### src/rtl/pll_seq_pkg.sv
// Shared types and widths for the PLL reset sequencer.
// State encoding is visible on the debug port, so the values are fixed.
package pll_seq_pkg;

  localparam int STATE_W  = 3;
  localparam int RELOCK_W = 8;

  typedef enum logic [STATE_W-1:0] {
    PLL_RST   = 3'd0,
    WAIT_LOCK = 3'd1,
    STABLE    = 3'd2,
    RUN       = 3'd3,
    FAULT     = 3'd4
  } pll_state_e;

endpackage

### src/rtl/sync_2ff.sv
// Two-flop synchronizer for slow asynchronous level inputs.
// Resets to zero, so a synchronized input always reads inactive out of reset.
module sync_2ff #(
  parameter int WIDTH = 1
) (
  input  logic             clk_i,
  input  logic             rst_ni,
  input  logic [WIDTH-1:0] d_i,
  output logic [WIDTH-1:0] q_o
);

  logic [WIDTH-1:0] meta_q;
  logic [WIDTH-1:0] sync_q;

  always_ff @(posedge clk_i or negedge rst_ni) begin
    if (!rst_ni) begin
      meta_q <= '0;
      sync_q <= '0;
    end else begin
      meta_q <= d_i;
      sync_q <= meta_q;
    end
  end

  assign q_o = sync_q;

endmodule

### src/rtl/pll_reset_sequencer.sv
// Brings up the iCE40 PLL from the 12 MHz reference: reset pulse, lock wait with
// retry, lock qualification, then release of the downstream reset and clock enable.
module pll_reset_sequencer
  import pll_seq_pkg::*;
#(
  parameter int RESET_CYCLES  = 16,
  parameter int LOCK_TIMEOUT  = 12000,
  parameter int STABLE_CYCLES = 1200,
  parameter int MAX_RETRIES   = 3,
  parameter int CNT_W         = 16
) (
  input  logic                clk_12MHz,
  input  logic                rst_n,
  input  logic                pll_locked,
  input  logic                soft_reset_req,
  output logic                pll_resetb,
  output logic                sys_reset_n,
  output logic                clk_en,
  output logic                ready,
  output logic                fault,
  output logic [STATE_W-1:0]  state,
  output logic [RELOCK_W-1:0] relock_count
);

  localparam int RETRY_W = $clog2(MAX_RETRIES + 1);

  localparam logic [CNT_W-1:0]   RESET_LAST   = CNT_W'(RESET_CYCLES - 1);
  localparam logic [CNT_W-1:0]   TIMEOUT_LAST = CNT_W'(LOCK_TIMEOUT - 1);
  localparam logic [CNT_W-1:0]   STABLE_LAST  = CNT_W'(STABLE_CYCLES - 1);
  localparam logic [RETRY_W-1:0] RETRY_LAST   = RETRY_W'(MAX_RETRIES - 1);

  logic                lock_s;
  pll_state_e          state_q, state_d;
  logic [CNT_W-1:0]    cnt_q, cnt_d;
  logic [RETRY_W-1:0]  retry_q, retry_d;
  logic [RELOCK_W-1:0] relock_q, relock_d;
  logic                pll_resetb_q, sys_reset_n_q, clk_en_q, ready_q, fault_q;

  sync_2ff #(.WIDTH(1)) u_lock_sync (
    .clk_i  (clk_12MHz),
    .rst_ni (rst_n),
    .d_i    (pll_locked),
    .q_o    (lock_s)
  );

  // The cycle counter is shared by all timed states and cleared on every entry.
  always_comb begin
    state_d  = state_q;
    cnt_d    = cnt_q + 1'b1;
    retry_d  = retry_q;
    relock_d = relock_q;
    unique case (state_q)
      PLL_RST: begin
        if (cnt_q == RESET_LAST) begin
          state_d = WAIT_LOCK;
          cnt_d   = '0;
        end
      end
      WAIT_LOCK: begin
        if (lock_s) begin
          state_d = STABLE;
          cnt_d   = '0;
        end else if (cnt_q == TIMEOUT_LAST) begin
          cnt_d   = '0;
          retry_d = retry_q + 1'b1;
          state_d = (retry_q == RETRY_LAST) ? FAULT : PLL_RST;
        end
      end
      STABLE: begin
        if (!lock_s) begin
          state_d = WAIT_LOCK;
          cnt_d   = '0;
        end else if (cnt_q == STABLE_LAST) begin
          state_d = RUN;
          cnt_d   = '0;
          retry_d = '0;
        end
      end
      RUN: begin
        cnt_d = '0;
        // Lock loss takes priority over a simultaneous soft request so it is always counted.
        if (!lock_s) begin
          state_d = PLL_RST;
          if (relock_q != '1) relock_d = relock_q + 1'b1;
        end else if (soft_reset_req) begin
          state_d = PLL_RST;
        end
      end
      FAULT: begin
        cnt_d = '0;
      end
      default: begin
        state_d = PLL_RST;
        cnt_d   = '0;
      end
    endcase
  end

  // Outputs are decoded from the next state so they register alongside it.
  always_ff @(posedge clk_12MHz or negedge rst_n) begin
    if (!rst_n) begin
      state_q       <= PLL_RST;
      cnt_q         <= '0;
      retry_q       <= '0;
      relock_q      <= '0;
      pll_resetb_q  <= 1'b0;
      sys_reset_n_q <= 1'b0;
      clk_en_q      <= 1'b0;
      ready_q       <= 1'b0;
      fault_q       <= 1'b0;
    end else begin
      state_q       <= state_d;
      cnt_q         <= cnt_d;
      retry_q       <= retry_d;
      relock_q      <= relock_d;
      pll_resetb_q  <= (state_d == WAIT_LOCK) || (state_d == STABLE) || (state_d == RUN);
      sys_reset_n_q <= (state_d == RUN);
      clk_en_q      <= (state_d == RUN);
      ready_q       <= (state_d == RUN);
      fault_q       <= (state_d == FAULT);
    end
  end

  assign pll_resetb   = pll_resetb_q;
  assign sys_reset_n  = sys_reset_n_q;
  assign clk_en       = clk_en_q;
  assign ready        = ready_q;
  assign fault        = fault_q;
  assign state        = state_q;
  assign relock_count = relock_q;

endmodule

### config.mk
export PLATFORM = sky130hd
export DESIGN_NAME = pll_reset_sequencer
export DESIGN_NICKNAME = d
export VERILOG_FILES = /design/src/rtl/pll_seq_pkg.sv /design/src/rtl/sync_2ff.sv /design/src/rtl/pll_reset_sequencer.sv
export SDC_FILE = /design/constraint.sdc
export NUM_CORES = 1
export LEC_CHECK = 0
export ABC_AREA = 1
export CAP_MARGIN = 30
export CORE_AREA = 2 2 77 79
export DETAILED_ROUTE_END_ITERATION = 8
export DIE_AREA = 0 0 79 81
export PLACE_DENSITY = 0.49
export RECOVER_POWER = 50
export SLEW_MARGIN = 20
export SYNTH_ARGS = -nofsm -noshare
export SYNTH_HDL_FRONTEND = slang
export SYNTH_SLANG_ARGS = --single-unit
export TNS_END_PERCENT = 20
### constraint.sdc
create_clock -name clk_12MHz -period 1.9 [get_ports clk_12MHz]
set_input_delay 0.38 -clock clk_12MHz [delete_from_list [all_inputs] [get_ports clk_12MHz]]
set_output_delay 0.38 -clock clk_12MHz [all_outputs]
set_load 0.01 [all_outputs]
# Word level (Yosys, flattened, before mapping)
# Index checks and enable logic that the tools add are counted.
[totals] register_bits=34 input_bits=4 out_inout_bits=16 elab_cells=56
[op_classes] addsub=3 n_eq_ne=17 n_mux=20 bitwise=1 reduce_logical=6
[op_table] operator="$mux 16" count=5
[op_table] operator="$pmux 16 s3" count=1
[op_table] operator="$mux 3" count=8
[op_table] operator="$add 16x1->16 const B" count=1
[op_table] operator="$eq 16x11->1 const B" count=1
[op_table] operator="$eq 16x14->1 const B" count=1
[op_table] operator="$eq 16x4->1 const B" count=1
[op_table] operator="$pmux 3 s5" count=1
[op_table] operator="$eq 3x2->1 const B" count=4
[op_table] operator="$add 8x1->8 const B" count=1
[op_table] operator="$mux 2" count=4
[op_table] operator="$ne 8x8->1 const B" count=1
[op_table] operator="$eq 3x1->1 const B" count=2
[op_table] operator="$eq 3x3->1 const B" count=2
[op_table] operator="$ne 2x2->1 const B" count=3
[op_table] operator="$reduce_and 5->1" count=1
[op_table] operator="$pmux 2 s2" count=1
[op_table] operator="$logic_not 3->1" count=1
[op_table] operator="$reduce_and 3->1" count=1
[op_table] operator="$add 2x1->2 const B" count=1
[op_table] operator="$eq 2x2->1 const B" count=1
[op_table] operator="$logic_or 1x1->1" count=2
[op_table] operator="$ne 2x1->1 const B" count=1
[op_table] operator="$reduce_bool 2->1" count=1
[op_table] operator="$not 1->1" count=1

# Depth between registers and ports, before layout
[depth] ltp_word=8 mapped_depth=11 mapped_depth_nobuf=10

# Hierarchy
# From an unflattened synthesis, not the netlist that was laid out.
[unflattened] hier_cells=241 hier_area_um2=1875.5
[by_module_without_submodules] mod="pll_reset_sequencer" n_inst=1 cells_per_inst=239 area_each_um2=1825.5 seq_area_each_um2=800.8
[by_module_without_submodules] mod="sync_2ff" n_inst=1 cells_per_inst=2 area_each_um2=50.0 seq_area_each_um2=50.0

# Worst setup path after synthesis
# Ideal clock, no wire load.
[synth_path] path_type="register to register" from="register relock_q[1] (netlist: relock_count[1])" to="register relock_q[7] (netlist: relock_count[7])" setup_time_ps=126 arrival_ps=1299 t_required_ps=1774 slack_ps=475 stages_incl_launch_ff=9 n_path_buf=0 period_less_slack_ps=1425 path_cell_list="dfrtp_1 ha_1 nand2_1 nor2_1 nand3_1 nand2_2 inv_1 nand2_1 o21ai_0"
[synth_via] elab_chain_cells=2 elab_cells_between_ends=3 classes_between="1 x add/sub; 1 x eq/ne; 1 x reduce/logical"
[synth_rtl] element="from (decl)" line_no="pll_reset_sequencer.sv:36" source="logic [RELOCK_W-1:0] relock_q, relock_d;"
[synth_rtl] element="from (signal assigned)" line_no="pll_reset_sequencer.sv:115" source="relock_q <= relock_d;"
[synth_rtl] element="parallel branches: the longest is 2 deep, another holds $add 8x1->8"
# Parallel ways; which one is timed is not known.
# A chain may end at the register's enable or synchronous reset.

# Final worst setup path
[layout_path] from="register cnt_q[0]" to="register cnt_q[1]"
[layout_via] elab_chain_cells=4 elab_cells_between_ends=10 classes_between="1 x add/sub; 3 x eq/ne; 6 x mux"
[layout_rtl] element="from (decl)" line_no="pll_reset_sequencer.sv:34" source="logic [CNT_W-1:0] cnt_q, cnt_d;"
[layout_rtl] element="from (signal assigned)" line_no="pll_reset_sequencer.sv:113" source="cnt_q <= cnt_d;"
[layout_rtl] element="$add 16x1->16 (tied with other cells)" line_no="pll_reset_sequencer.sv:49" source="cnt_d = cnt_q + 1'b1;"
[layout_rtl] element="$mux 16, on equally long branches" line_no="pll_reset_sequencer.sv:73, pll_reset_sequencer.sv:63"
[layout_rtl] element="$mux 16, on equally long branches" line_no="pll_reset_sequencer.sv:70, pll_reset_sequencer.sv:60"
[layout_rtl] element="$pmux 16 s3 *" line_no="pll_reset_sequencer.sv:52" source="unique case (state_q)"
[layout_rtl] element="named net cnt_d[1]" line_no="pll_reset_sequencer.sv:34"
# The timed path passes the listed nets; every way through them passes the cells marked *.

==> run metrics <==
Max Clock Freq 583 MHz; post-synthesis net count 251; via count 1,545; IO Port Bufs 19; crit path DAT 1.89 ns; CTS Buf Count 5; setup ws final 0.186 ns; Setup CP Type reg -> reg; Worst-Skew Late Latency 0.28 ns; share of cells above drive strength 1 6.74%; Die X 79 um; max_cap viols 0; gr ovfl total 0; number of H-tree levels 2; Detail Route Antenna Nets 0; PD cells 837 nW/um2; Resize count post-CTS 0; cells after synthesis 244; die height 81 um; min cycle time layout 1.71 ns; IO Count 20; vias in the first global route 1,486; most common cell after layout, fill and taps aside nand2_1; global-route wire length before repair 6730 um; initial antenna violation count 0; average routed wire per standard cell 11.1 um; Clock Skew 0.00429 ns; crit share post-route 90.2%; Synth cell types 23; Clock transition at path regs 0.07 ns; endpoints failing setup 0; CP Capture Type flip-flop; Worst slew margin 24.8%; Synth-to-Final Area Change 17.6%; std cell rows 28; DRC viols 0; hold_buf cts 0; starting density of the core 33.4%; required time worst endpoint 2.07 ns; Startpoint Class flip-flop; static leakage 1.09 nW; final WL 3780 um; buffer depth of the longest clock path 2; pre-CTS setup slack 0.202 ns; drt pass-1 iters 4; total power 0.00187 W; Fin Setup TNS 0 ns; Worst VDD drop 0.000471 V; die footprint 6400 um2; largest net degree at the start of global routing 22; GP Congestion 0.832; DRT iter0 DRCs 107; root buffer cell clkbuf_8; run status finished clean; commonest cells after routing, fill and taps aside nand2_1, nor2_1, inv_1, dfrtp_1, clkdlybuf4s50_1; dpl cell area 2150 um2; Final Hold Vio Count 0; YS warnings 0; TritonCTS clock tree yes; worst-path fanout max 11; Worst Tran Pin Value 1.13 ns; #FFs+latches synth 34; Core ar. 5680 um2; diode count 0; buffer count from post-CTS setup fixing 0; cell area after synthesis 1890 um2; hpwl dp 2800 um; fin. max-slew vios 0; Via density 4.52; clock sink count 34; HP Class in -> async; Total GRT Usage 13.4%; part of the Yosys area used for sequential elements 44.9%; Synth Area per Inst 7.76 um2; unrepaired setup endpoints after global routing no; cell area after layout 2230 um2; Final Net Count 275
flip-flops by register name, indices dropped and copies added (netlist names):
name and cells:
pll_resetb 1, ready 1, u_lock_sync.meta_q 1, retry_q 2, cnt_q 16, relock_count 8
state 3, u_lock_sync.q_o 1, fault 1
metal layers:
metal / global-route usage [%] / share of wire (%)
met3: 3.56 / 3.4
met5: 0 / 0
met4: 4.14 / 1.2
met1: 17.6 / 50
met2: 21.9 / 45
critical path, cell delays in order (launching register included):
cell     delay, ns
dfrtp_1       0.37
ha_1          0.24
nand3_4       0.13
nor2_4        0.15
nand2_1       0.08
nand2_2       0.12
nand3_2       0.28
and2_1        0.24
cell usage after synthesis:
| master | count | area, um2 |
|---|---|---|
| a21oi_1 | 5 | 25.0 |
| a31oi_1 | 5 | 31.3 |
| and2_1 | 1 | 6.26 |
| buf_4 | 3 | 22.5 |
| buf_6 | 1 | 11.3 |
| dfrtp_1 | 34 | 851 |
| ha_1 | 3 | 37.5 |
| inv_1 | 34 | 128 |
| inv_2 | 1 | 3.75 |
| nand2_1 | 65 | 244 |
| nand2_2 | 4 | 25.0 |
| nand3_1 | 13 | 65.1 |
| nand3_2 | 4 | 40.0 |
| nand3_4 | 1 | 17.5 |
| nand3b_1 | 1 | 7.51 |
| nand4_1 | 5 | 31.3 |
| nor2_1 | 35 | 131 |
| nor2_4 | 2 | 22.5 |
| nor3_1 | 5 | 25.0 |
| o21ai_0 | 6 | 30.0 |
| o21bai_1 | 1 | 7.51 |
| xnor2_1 | 7 | 61.3 |
| xor2_1 | 8 | 70.1 |
logic make-up after synthesis:
logic type | count (synthesis) | share of synthesized area, %
adders and majority gates | 3 | 1.98
xor gates and xnor gates | 15 | 6.94
AOI/OAI and AO/OA | 17 | 4.95
and+or+nand+nor | 136 | 32.5
DFF | 34 | 44.9
buffers and inverters | 39 | 8.72
where the power goes:
group	switching, W	internal [W]
Sequential	0.0000968	0.000805
Combinational	0.000255	0.000184
Clock	0.000246	0.000279
Total	0.000597	0.00127
layout make-up:
cell class,count,area (um2)
Clock buffer,6,82.6
Fill cell,617,3450
Inverter,35,131
Multi-Input combinational cell,171,878
Sequential cell,34,851
Tap cell,75,93.8
Timing Repair Buffer,21,191
path summary, 6_finish.rpt:
kind	startpoint	to	slack (ns)	cells after the start
min in group clk_12MHz	u_lock_sync.meta_q$_DFF_PN0_	u_lock_sync.q_o$_DFF_PN0_	0.35	0
worst max register to register	cnt_q[0]$_DFF_PN0_	cnt_q[1]$_DFF_PN0_	0.19	7
worst min register to register	u_lock_sync.meta_q$_DFF_PN0_	u_lock_sync.q_o$_DFF_PN0_	0.35	0
worst min-delay path	rst_n	cnt_q[9]$_DFF_PN0_	0.29	1
max in group asynchronous	rst_n	state[0]$_DFF_PN0_	0.71	2
worst max-delay path	cnt_q[0]$_DFF_PN0_	cnt_q[1]$_DFF_PN0_	0.19	7
through the flow:
stage | utilization [%] | hold WS, ns | std cells
final | 39.3 | 0.295 | 342
after global routing | 39.3 | 0.356 | 342
after CTS | 39.4 | 0.0788 | 342
after detailed placement | 38.0 | 0.336 | 336
after global placement | 38.0 | 0.339 | 336
after floorplan | - | 0.0844 | 244
No activity file was read; power rests on OpenSTA's default activity.
